$ cat config.mk
export PLATFORM = sky130hd
export DESIGN_NAME = instr_fetch_queue
export DESIGN_NICKNAME = d
export VERILOG_FILES = /design/src/rtl/instr_fetch_queue_pkg.sv /design/src/rtl/instr_fetch_queue_fetch_ptr.sv /design/src/rtl/instr_fetch_queue.sv
export SDC_FILE = /design/constraint.sdc
export NUM_CORES = 1
export LEC_CHECK = 0
export CAP_MARGIN = 40
export CORE_UTILIZATION = 45
export CTS_CLUSTER_DIAMETER = 200
export DETAILED_ROUTE_END_ITERATION = 10
export PLACE_DENSITY = 0.78
export SLEW_MARGIN = 30
export SYNTH_ARGS = -nofsm -noshare
export SYNTH_HDL_FRONTEND = slang
export SYNTH_SLANG_ARGS = --single-unit
$ cat constraint.sdc
create_clock -name clk -period 2.9 [get_ports clk]
set_input_delay 0.58 -clock clk [delete_from_list [all_inputs] [get_ports clk]]
set_output_delay 0.58 -clock clk [all_outputs]
set_load 0.005 [all_outputs]
$ cat src/rtl/instr_fetch_queue_pkg.sv
// rtl/instr_fetch_queue_pkg.sv - shared fetch widths, NOP encoding and response classification
package instr_fetch_queue_pkg;

  localparam int ADDR_W_DEF = 10;
  localparam int DATA_W_DEF = 16;
  localparam int DEPTH_DEF  = 4;

  localparam logic [15:0] NOP_INSTR = 16'h0000;

  typedef enum logic [1:0] {
    RSP_NONE,
    RSP_DROP,
    RSP_FILL,
    RSP_ORPHAN
  } rsp_kind_e;

  // Wrong-path reads are retired before any live entry, since memory returns in order.
  function automatic rsp_kind_e rsp_classify(input logic rvalid,
                                             input logic drop_nz,
                                             input logic inflight_nz);
    rsp_kind_e kind;
    kind = RSP_NONE;
    if (rvalid) begin
      if (drop_nz)          kind = RSP_DROP;
      else if (inflight_nz) kind = RSP_FILL;
      else                  kind = RSP_ORPHAN;
    end
    return kind;
  endfunction

endpackage

$ cat src/rtl/instr_fetch_queue_fetch_ptr.sv
// rtl/instr_fetch_queue_fetch_ptr.sv - wrapping queue pointer with increment and clear
module fetch_ptr #(
  parameter int W = 3
) (
  input  logic         clk,
  input  logic         reset,
  input  logic         inc_i,
  input  logic         clr_i,
  output logic [W-1:0] ptr_o
);

  logic [W-1:0] ptr_q;
  logic [W-1:0] ptr_d;

  // Clear wins over increment so a branch discards the same-cycle push or pop.
  always_comb begin
    ptr_d = ptr_q;
    if (clr_i)      ptr_d = '0;
    else if (inc_i) ptr_d = ptr_q + W'(1);
  end

  always_ff @(posedge clk) begin
    if (reset) ptr_q <= '0;
    else       ptr_q <= ptr_d;
  end

  assign ptr_o = ptr_q;

endmodule

$ cat src/rtl/instr_fetch_queue.sv
// rtl/instr_fetch_queue.sv - issues instruction reads from the PC and queues in-order results for decode
module instr_fetch_queue
  import instr_fetch_queue_pkg::*;
#(
  parameter int ADDR_W = ADDR_W_DEF,
  parameter int DATA_W = DATA_W_DEF,
  parameter int DEPTH  = DEPTH_DEF
) (
  input  logic              clk,
  input  logic              reset,
  input  logic [ADDR_W-1:0] pc_in,
  input  logic              branch,
  output logic              pc_stall,
  output logic              imem_req,
  output logic [ADDR_W-1:0] imem_addr,
  input  logic [DATA_W-1:0] imem_rdata,
  input  logic              imem_rvalid,
  output logic              dec_valid,
  output logic [DATA_W-1:0] dec_instr,
  output logic [ADDR_W-1:0] dec_pc,
  input  logic              dec_ready
);

  localparam int IW = $clog2(DEPTH);
  localparam int PW = IW + 1;
  localparam logic [PW-1:0] DEPTH_PTR = PW'(DEPTH);

  logic [PW-1:0] alloc_q, fill_q, rd_q;
  logic [PW-1:0] drop_q, drop_d;
  logic [PW-1:0] used, inflight;

  logic [ADDR_W-1:0] entry_pc_q    [DEPTH];
  logic [DATA_W-1:0] entry_instr_q [DEPTH];

  logic      issue;
  logic      fill_en;
  logic      pop;
  rsp_kind_e rsp_kind;

  assign used     = alloc_q - rd_q;
  assign inflight = alloc_q - fill_q;

  // Issue depends only on registered occupancy, never on dec_ready.
  assign issue     = !reset && !branch && (used < DEPTH_PTR);
  assign imem_req  = issue;
  assign imem_addr = pc_in;
  assign pc_stall  = !issue;

  assign rsp_kind = rsp_classify(imem_rvalid, drop_q != '0, inflight != '0);
  assign fill_en  = (rsp_kind == RSP_FILL) && !branch && !reset;

  assign dec_valid = (fill_q != rd_q) && !branch && !reset;
  assign pop       = dec_valid && dec_ready;
  assign dec_pc    = entry_pc_q[rd_q[IW-1:0]];
  assign dec_instr = dec_valid ? entry_instr_q[rd_q[IW-1:0]] : NOP_INSTR;

  fetch_ptr #(.W(PW)) u_alloc_ptr (
    .clk   (clk),
    .reset (reset),
    .inc_i (issue),
    .clr_i (branch),
    .ptr_o (alloc_q)
  );

  fetch_ptr #(.W(PW)) u_fill_ptr (
    .clk   (clk),
    .reset (reset),
    .inc_i (fill_en),
    .clr_i (branch),
    .ptr_o (fill_q)
  );

  fetch_ptr #(.W(PW)) u_rd_ptr (
    .clk   (clk),
    .reset (reset),
    .inc_i (pop),
    .clr_i (branch),
    .ptr_o (rd_q)
  );

  // On branch every outstanding read becomes wrong-path; a response arriving now retires one of them.
  always_comb begin
    drop_d = drop_q;
    if (branch) begin
      if (rsp_kind == RSP_DROP || rsp_kind == RSP_FILL) drop_d = drop_q + inflight - PW'(1);
      else                                             drop_d = drop_q + inflight;
    end else if (rsp_kind == RSP_DROP) begin
      drop_d = drop_q - PW'(1);
    end
  end

  always_ff @(posedge clk) begin
    if (reset) drop_q <= '0;
    else       drop_q <= drop_d;
  end

  // Entry storage is never reset; pointers alone say which slots hold live data.
  always_ff @(posedge clk) begin
    if (issue)   entry_pc_q[alloc_q[IW-1:0]]   <= pc_in;
    if (fill_en) entry_instr_q[fill_q[IW-1:0]] <= imem_rdata;
  end

  a_no_orphan_response: assert property (@(posedge clk) disable iff (reset)
    rsp_kind != RSP_ORPHAN);

  a_occupancy_bounded: assert property (@(posedge clk) disable iff (reset)
    (used <= DEPTH_PTR) && (inflight <= used));

endmodule

==> metrics.md <==
| Metric | Value |
|---|---|
| Pwr Density | `664 nW/um^2` |
| Power, Total | `4.34 mW` |
| Crit Path Category | `reg2out` |
| Rel. slew slack | `0.634` |
| Clock Sinks | `118` |
| Fmax | `357 MHz` |
| Final setup vio count | `0` |
| Worst-case clock buffer depth | `2` |
| Vias/cell | `5.11` |
| RePlAce Congestion | `0.740` |
| Vias in the first global route | `2806` |
| Final hold vios | `0` |
| P_leak | `2.29 nW` |
| # IOs | `70` |
| Area contributors post-synth | `edfxtp_1 (63%), mux4_2 (12%), dfxtp_1 (5.6%)` |
| Post-Place Worst Slack | `0.0946 ns` |
| Sequential-to-total area share from yosys stat | `0.682` |
| Synth Net Count | `334` |
| Worst Path Required | `2.32 ns` |
| Final net count | `414` |
| Synth cell types | `34` |
| Synth Cell Area | `4990 um^2` |
| Most common cell after layout, fill and taps aside | `edfxtp_1` |
| Number of diodes | `0` |
| Drt drc | `0` |
| Routed Antenna Nets | `0` |
| Worst-path clk slew | `0.05 ns` |
| Min Tclk post-route | `2.80 ns` |
| WP data arrival | `2.22 ns` |
| Tcrit/Tclk final | `0.965` |
| Initial DRC Count | `146` |
| Die height | `107 um` |
| Crit-path cells | `buf_8 -> mux4_2 -> and3_1 -> clkdlybuf4s50_1` |
| Status | `finished, final reports clean` |
| Post-Synthesis Cells | `286` |
| Max_cap viols | `0` |
| Final WS setup | `0.102 ns` |
| Yosys warns | `0` |
| Final WL | `8900 um` |
| Antenna violations before repair | `0` |
| CTS H-Tree Depth | `4` |
| Syn Area/Cell | `17.4 um^2` |
| Fin Clk Skew | `0.00631 ns` |
| CP peak stage delay | `0.52 ns` |
| Largest net degree at the start of global routing | `25` |
| Commonest non-fill, non-tap cells in the layout | `edfxtp_1 (104), clkdlybuf4s50_1 (68), mux4_2 (26)` |
| Max VDD drop | `0.354 mV` |
| Unrepaired setup endpoints after global routing | `true` |
| Root Buffer | `clkbuf_8` |
| Share of layout cells above drive strength 1 | `0.230` |
| Synth Register Bits | `118` |
| CP max-delay cell | `mux4_2` |
| Via count | `2652` |
| Core area | `10800 um^2` |
| DPL Wire Length | `5600 um` |
| 1st-pass router iterations | `5` |
| Hold Buf Count CTS | `0` |
| Standard-cell row count | `38` |
| Max Slew Vio Count | `0` |
| Drt wl/cell | `17.1 um` |
| Worst-margin pin slew | `0.544 ns` |
| Die W | `107 um` |
| Hold Crit Class | `reg2reg` |
| P&R area growth vs syn | `30.9%` |
| Total track usage | `0.172` |
| Initial Util | `0.460` |
| Yosys top cell area share | `0.626` |
| Clock Latency Late Sink | `0.50 ns` |
| Overflow after GRT | `0` |
| Post-synth top area cell | `edfxtp_1` |
| Die area | `11500 um^2` |
| CTS tree | `built` |
| CP endpoint kind | `primary output` |
| First-pass GRT wire length | `14300 um` |
| Port bufs | `69` |
| CP max FO | `11` |
| Total CTS buffers | `17` |
| Startpoint Class | `register` |
## repair_timing
item / CTS / global route
buffers inserted: 0 / 1
resized for setup: 6 / 8
setup endpoints to repair: 7 / 8
pin swaps: 1 / 1
## cell families (layout without fill, tap and decap cells)
kind of cell / Yosys count / count (layout) / share of synthesized area
multiplexers: 28 / 28 / 0.121
flip-flops: 118 / 118 / 0.682
XOR/XNOR: 16 / 16 / 0.0314
AO/OA/AOI/OAI: 14 / 14 / 0.0216
AND/OR/NAND/NOR: 55 / 55 / 0.0600
adder cells (fa/ha/maj): 17 / 17 / 0.0457
buffers and inverters: 38 / 131 / 0.0376
## power by group
part,total (mW),internal [mW],switching (mW)
registers,1.91,1.89,0.0255
clock network,2.01,1.30,0.708
logic,0.418,0.215,0.203
total,4.34,3.40,0.936
## flip-flops by register name, summed over array words and instances (netlist names), named ones only
signal and count:
u_alloc_ptr.ptr_o 3, entry_pc_q 40, u_rd_ptr.ptr_o 3, drop_q 3, entry_instr_q 64, u_fill_ptr.ptr_o 3
## cells in the mapped netlist
cell type,count
fa_1,2
a21oi_1,6
or2_2,1
or3_2,1
nand2_1,6
nand2b_1,1
inv_1,16
xor3_2,1
a31oi_1,2
and2_1,1
buf_2,3
nand3_1,3
a311oi_1,1
a21oi_2,2
o21ai_0,1
a211oi_1,1
xor2_1,5
buf_4,11
a311oi_4,1
nor4bb_1,1
buf_1,1
xnor2_1,10
ha_1,15
and3_1,19
mux2i_1,2
dfxtp_1,14
nand2_2,1
nor3_1,2
clkbuf_1,7
or2b_1,1
mux4_2,26
edfxtp_1,104
nor2_1,14
and3_2,4
## critical path: cells and delay by family, from the launching register on
family	cells	cell delay, ns
buffers and inverters	2	0.63
DFF	1	0.36
muxes	1	0.52
and+or+nand+nor	1	0.20
## final timing paths
check | from | endpoint | slack (ns) | depth (start not counted)
worst min register to register | u_alloc_ptr.ptr_o[1] | u_alloc_ptr.ptr_o[1] | 0.52 | 2
worst max-delay path | register | dec_instr[0] | 0.10 | 4
worst min-delay path | u_alloc_ptr.ptr_o[1] | u_alloc_ptr.ptr_o[1] | 0.52 | 2
worst max register to register | u_alloc_ptr.ptr_o[0] | drop_q[2] | 0.24 | 10
## layout make-up
| class | instances | area [um^2] |
|---|---|---|
| clock buffers | 18 | 418 |
| clock inverters | 14 | 159 |
| fillers | 768 | 4310 |
| inverters | 16 | 60.1 |
| multi-input cells | 130 | 1430 |
| flip-flops and latches | 118 | 3410 |
| well taps | 140 | 175 |
| repair buffers | 83 | 881 |
## per-layer routing
layer | wire (um) | track usage | vias to the layer above | part of all wire
met4 | 129 | 0.0812 | 0 | 0.014
met3 | 280 | 0.0490 | 11 | 0.031
li1 | - | - | 1248 | -
met5 | 0 | 0 | - | 0
met2 | 4620 | 0.288 | 59 | 0.52
met1 | 3870 | 0.207 | 1334 | 0.43
## metrics by stage
stage / area (um^2) / instances / hold slack [ns] / setup TNS (ns) / util
6_report: 6530 / 519 / 0.518 / 0 / 0.602
5_1_grt: 6530 / 519 / 0.538 / -0.00395 / 0.602
4_1_cts: 6480 / 518 / 0.509 / 0 / 0.598
3_5_place_dp: 5890 / 486 / 0.522 / 0 / 0.543
3_3_place_gp: 5890 / 486 / 0.507 / 0 / 0.543
2_1_floorplan: 4990 / 286 / 0.484 / 0 / -
(Power assumes the default switching activity.)
